**src/rtl/controle_pc.sv**
```systemverilog
// Next-address sequencer for the program counter: boot hold, fetch flow,
// stalls, halt/resume and single-level interrupt entry/return with EPC.
module controle_pc #(
  parameter int                 ADDR_W      = 26,
  parameter logic [ADDR_W-1:0]  INT_VECTOR  = ADDR_W'(4),
  parameter int                 BOOT_CYCLES = 4
) (
  input  logic              clock,
  input  logic              reset,
  input  logic [ADDR_W-1:0] pc_atual,
  input  logic              stall,
  input  logic              halt,
  input  logic              resume,
  input  logic              branch_taken,
  input  logic [15:0]       branch_offset,
  input  logic              jump,
  input  logic [ADDR_W-1:0] jump_target,
  input  logic              jump_reg,
  input  logic [ADDR_W-1:0] reg_target,
  input  logic              interrupt,
  input  logic              eret,
  output logic [ADDR_W-1:0] endereco,
  output logic              pc_reset,
  output logic [ADDR_W-1:0] epc,
  output logic [1:0]        estado
);

  localparam int CNT_W = (BOOT_CYCLES > 1) ? $clog2(BOOT_CYCLES) : 1;
  localparam logic [CNT_W-1:0] BOOT_LAST = CNT_W'(BOOT_CYCLES - 1);

  typedef enum logic [1:0] {
    ST_BOOT = 2'b00,
    ST_RUN  = 2'b01,
    ST_HALT = 2'b10
  } state_e;

  state_e            state_q, state_d;
  logic [CNT_W-1:0]  cnt_q, cnt_d;
  logic [ADDR_W-1:0] epc_q, epc_d;
  logic              int_en_q, int_en_d;
  logic              pc_reset_q, pc_reset_d;

  logic [ADDR_W-1:0] seq_addr;
  logic [ADDR_W-1:0] br_addr;
  logic [ADDR_W-1:0] flow_addr;
  logic              take_int;

  assign seq_addr = pc_atual + ADDR_W'(1);
  assign br_addr  = seq_addr + {{(ADDR_W-16){branch_offset[15]}}, branch_offset};
  assign take_int = interrupt & int_en_q;

  // Address the running instruction stream would produce without an interrupt;
  // this is also what EPC captures when an interrupt preempts it.
  always_comb begin
    if (halt)              flow_addr = pc_atual;
    else if (eret)         flow_addr = epc_q;
    else if (jump_reg)     flow_addr = reg_target;
    else if (jump)         flow_addr = jump_target;
    else if (branch_taken) flow_addr = br_addr;
    else                   flow_addr = seq_addr;
  end

  // NOTE: every signal gets a default before the case so no path leaves it
  // unassigned, which would otherwise infer a latch.
  always_comb begin
    state_d    = state_q;
    cnt_d      = cnt_q;
    epc_d      = epc_q;
    int_en_d   = int_en_q;
    pc_reset_d = pc_reset_q;
    endereco   = pc_atual;

    unique case (state_q)
      ST_BOOT: begin
        endereco = '0;
        if (cnt_q == BOOT_LAST) begin
          state_d    = ST_RUN;
          pc_reset_d = 1'b0;
        end else begin
          cnt_d = cnt_q + CNT_W'(1);
        end
      end

      ST_RUN: begin
        if (stall) begin
          endereco = pc_atual;
        end else if (take_int) begin
          endereco = INT_VECTOR;
          epc_d    = flow_addr;
          int_en_d = 1'b0;
        end else begin
          endereco = flow_addr;
          if (halt)      state_d  = ST_HALT;
          else if (eret) int_en_d = 1'b1;
        end
      end

      ST_HALT: begin
        if (take_int) begin
          endereco = INT_VECTOR;
          epc_d    = seq_addr;
          int_en_d = 1'b0;
          state_d  = ST_RUN;
        end else if (resume) begin
          endereco = seq_addr;
          state_d  = ST_RUN;
        end
      end

      default: begin
        endereco = '0;
        state_d  = ST_BOOT;
      end
    endcase
  end

  // NOTE: sequential state uses non-blocking assignments so every register
  // samples the pre-edge values regardless of statement order.
  always_ff @(posedge clock or negedge reset) begin
    if (!reset) begin
      state_q    <= ST_BOOT;
      cnt_q      <= '0;
      epc_q      <= '0;
      int_en_q   <= 1'b1;
      pc_reset_q <= 1'b1;
    end else begin
      state_q    <= state_d;
      cnt_q      <= cnt_d;
      epc_q      <= epc_d;
      int_en_q   <= int_en_d;
      pc_reset_q <= pc_reset_d;
    end
  end

  assign pc_reset = pc_reset_q;
  assign epc      = epc_q;
  assign estado   = state_q;

endmodule

```
**config.mk**
```make
export PLATFORM = sky130hd
export DESIGN_NAME = controle_pc
export DESIGN_NICKNAME = d
export VERILOG_FILES = /design/src/rtl/controle_pc.sv
export SDC_FILE = /design/constraint.sdc
export NUM_CORES = 1
export LEC_CHECK = 0
export ABC_CLOCK_PERIOD_IN_PS = 5900
export CAP_MARGIN = 20
export CORE_MARGIN = 4
export CORE_UTILIZATION = 45
export CTS_CLUSTER_SIZE = 40
export DETAILED_ROUTE_END_ITERATION = 12
export PLACE_DENSITY = 0.85
export SLEW_MARGIN = 20
export SYNTH_ARGS = -nofsm -noshare
export SYNTH_HDL_FRONTEND = slang
export SYNTH_SLANG_ARGS = --single-unit
```
**constraint.sdc**
```tcl
create_clock -name clock -period 5.9 [get_ports clock]
set_input_delay 1.18 -clock clock [delete_from_list [all_inputs] [get_ports clock]]
set_output_delay 1.18 -clock clock [all_outputs]
set_load 0.1 [all_outputs]
```
==> results.tsv <==
stage	metric	value	unit
outcome	outcome	finished, final reports clean	
clocking	clock-root-buffer	clkbuf_16	
power_and_ir_drop	powerDensity	396.2	mW/mm2
floorplanning	die_w	117.0	um
setup_path	crit_family	buffers and inverters	
global_routing	overflow	0	
sta	tightest_slew	1.066	ns
floorplanning	core	0.01152	mm2
worst_hold_path	hp-start	cnt_q[0]$_DFFE_PN0P_	
floorplanning	row_count	39	
sta	finalCriticalPeriod	5.808	ns
sta	slew_violations	0	
logic_synthesis	synth-edff-count	0	
setup_path	path_class	in2out	
place	dp_hpwl	19100	um
clocking	cts_tree	done	
place	io_buffers	158	
logic_synthesis	synth_flop_cell	dfrtp_1	
setup_path	critPathMostFrequentCell	buf_4	
global_routing	grt_pass1_wl	39340	um
logic_synthesis	syn_area	0.005341	mm2
clocking	clock_latency	0.28	ns
sta	setup_violations	0	
sta	finalHoldViolCount	0	
logic_synthesis	ys_ff_latch	32	
power_and_ir_drop	p_leak	0.003858	uW
floorplanning	io-pin-count	159	
floorplanning	die_h	117.0	um
detailed_routing	drtIter0Drc	1229	
sta	fin_skew	0.006485	ns
place	pre_cts_slack	-0.3147	ns
global_routing	grt_pass1_vias	7765	
detailed_routing	wl_per_cell	22.70	um
detailed_routing	detail-route-antenna-nets	0	
clocking	clock-sinks	32	
setup_path	crit_path_end_kind	output pin	
setup_path	r2r_cells	7	
detailed_routing	finalWirelength	26700	um
setup_path	path_cells	dlygate4sd2_1, buf_6, nand3_4, nor3_4, buf_6, and2_1, xor2_1, buf_4, ha_1, buf_4, nand4_1, buf_4, a2111oi_4, o22ai_1, o31a_1, o21ai_2, mux2i_2, o31ai_2, clkbuf_16	
logic_synthesis	syn_nets	897	
sta	period_share	98.45	%
worst_hold_path	hold_path_class	reg2reg	
sta	worst_slack	0.09164	ns
power_and_ir_drop	power.total	3558	uW
global_routing	grt_antenna_before_repair	0	
logic_synthesis	ys_types	80	
setup_path	worstPathMaxFanout	4	
detailed_routing	num_vias	8016	
worst_hold_path	min_path_cells	1	
layout	fill_cells	739	
setup_path	cp_data_required_time	4.72	ns
sta	slew_headroom	28.92	%
setup_path	cpMaxStageDelayCell	o31ai_2	
setup_path	r2r_start	estado[1]$_DFFE_PN0P_	
layout	multi_input_area	0.004712	mm2
place	place_congestion	1.010	
floorplanning	start_util	46.38	%
setup_path	arrival	4.63	ns
clocking	cts_htree_levels	2	
layout	fin_util	77.98	%
logic_synthesis	yosysWarnings	0	
detailed_routing	viasPerCell	6.816	
layout	layout_commonest_cell	buf_4	
global_routing	grtUsageTotal	36.71	%
layout	most-common-layout-cells	146 x buf_4, 113 x clkdlybuf4s50_1, 96 x nand2_1, 63 x a21oi_1, 51 x o21ai_0	
detailed_routing	dr.pass1.iters	7	
layout	nets	1167	
clocking	cts.path.max_buffers	2	
floorplanning	die-area	0.01368	mm2
worst_hold_path	hold_end	cnt_q[0]$_DFFE_PN0P_	
logic_synthesis	synth-async-reset-ratio	100.0	%
logic_synthesis	syn_avg_cell_area	7.019	um2
setup_path	path_buf_inv	7	
setup_path	start_kind	primary input	
layout	seq_area	803.3	um2
clocking	path_clk_slew	0.06	ns
layout	drive_above_1_share	27.13	%
flow_run	drv_cap	0	
detailed_routing	route.detailed.drc	0	
power_and_ir_drop	ir_worst_vdd	436.7	uV
layout	area_delta_synth_final	68.12	%
logic_synthesis	seq_area_frac_synth	15.04	%
sta	fmax	172.2	MHz
setup_path	worst-r2r-setup-slack	2.88	ns
global_routing	grt_start_max_net_pins	33	
setup_path	cpPeakStageDelay	0.32	ns
setup_path	timing.rr.end	epc[14]$_DFFE_PN0P_	
logic_synthesis	syn_inst	761	
clocking	cts_buffers	5	
==> cell usage after synthesis, types with 5 or more instances <==
cell type | count | area, um2
nand3_1 | 21 | 105.1
a31oi_1 | 14 | 87.58
o22ai_1 | 21 | 131.4
or3_1 | 9 | 56.30
ha_1 | 31 | 387.9
o221ai_1 | 12 | 105.1
a22oi_1 | 9 | 67.56
a22o_1 | 8 | 70.07
nand2_1 | 98 | 367.9
a21oi_1 | 70 | 350.3
clkbuf_1 | 33 | 123.9
nor2b_1 | 12 | 75.07
nor3_1 | 15 | 75.07
a211oi_1 | 11 | 82.58
o21ai_0 | 55 | 275.3
a21o_1 | 15 | 112.6
o21ai_1 | 16 | 80.08
xor2_1 | 12 | 105.1
o21a_1 | 10 | 75.07
a221oi_1 | 6 | 52.55
buf_2 | 6 | 30.03
o211ai_1 | 15 | 112.6
dfrtp_1 | 30 | 750.7
nand4_1 | 9 | 56.30
mux2i_1 | 8 | 80.08
xnor2_1 | 21 | 183.9
nor2_1 | 52 | 195.2
and3_1 | 14 | 87.58
inv_1 | 26 | 97.59
and2_1 | 8 | 50.05
o31ai_1 | 12 | 90.09
a21boi_0 | 5 | 37.54
==> cells by family after synthesis <==
| family | count (synthesis) | synth area share (%) |
|---|---|---|
| AOI/OAI and AO/OA | 315 | 39.33 |
| and+or+nand+nor | 261 | 23.52 |
| buffers and inverters | 76 | 6.535 |
| xor gates and xnor gates | 35 | 6.020 |
| adders and majority gates | 32 | 7.636 |
| DFF | 32 | 15.04 |
| muxes | 10 | 1.921 |
==> layer usage <==
layer / vias to the layer above / track usage, % / wire length, um
met5: - / 0 / 0
met4: 0 / 23.62 / 2490
met3: 232 / 7.712 / 3373
met2: 779 / 60.98 / 11720
met1: 3596 / 42.86 / 9114
li1: 3409 / - / -
==> sequential cells by signal, summed over array words and instances, names as in the netlist <==
name and count:
estado 2, cnt_q 2, int_en_q 1, epc 26, pc_reset 1
==> how the worst max path moves through the flow <==
stage | from | endpoint | slack, ns | cells past startpoint
floorplan | pc_atual[13] | endereco[25] | -0.50 | 17
CTS | pc_atual[3] | endereco[25] | 0.005 | 17
global route | pc_atual[7] | endereco[23] | -0.02 | 17
global placement | pc_atual[2] | endereco[22] | -0.29 | 17
detailed placement | pc_atual[3] | endereco[22] | -0.31 | 17
finish | pc_atual[7] | endereco[25] | 0.09 | 19
==> where the power goes <==
group | internal (uW) | switching, uW | leakage, uW
logic | 897 | 1950 | 0.00340
registers | 328 | 106 | 0.000381
clock network | 167 | 109 | 0.0000766
==> stage by stage <==
stage	setup TNS (ns)	hold WS [ns]	instances	area (um2)
final	0	0.4767	1176	8980
after global placement	-1.753	0.4644	1154	8258
after global routing	-0.04134	0.5103	1175	8977
after detailed placement	-2.641	0.4712	1154	8258
after floorplan	-0.5016	0.4480	761	5413
after CTS	0	0.4812	1167	8755
==> repair_timing <==
action | in CTS | in global routing
gates resized for setup | 61 | 50
pin swaps | 22 | 33
buffers inserted | 5 | 8
hold buffers | 0 | 0
setup endpoints to repair | 15 | 20
endpoints found under the hold margin | 0 | 0
==> cell type report <==
cell class                 count  share of cell area, %
inverter                      28                  1.170
multi-input combinational    653                  52.47
timing repair buffer         311                  33.73
antenna                        1                0.02787
tap                          143                  1.992
clock inverter                 2                 0.1115
clock buffer                   6                  1.547
sequential                    32                  8.945
(Power assumes the default switching activity.)
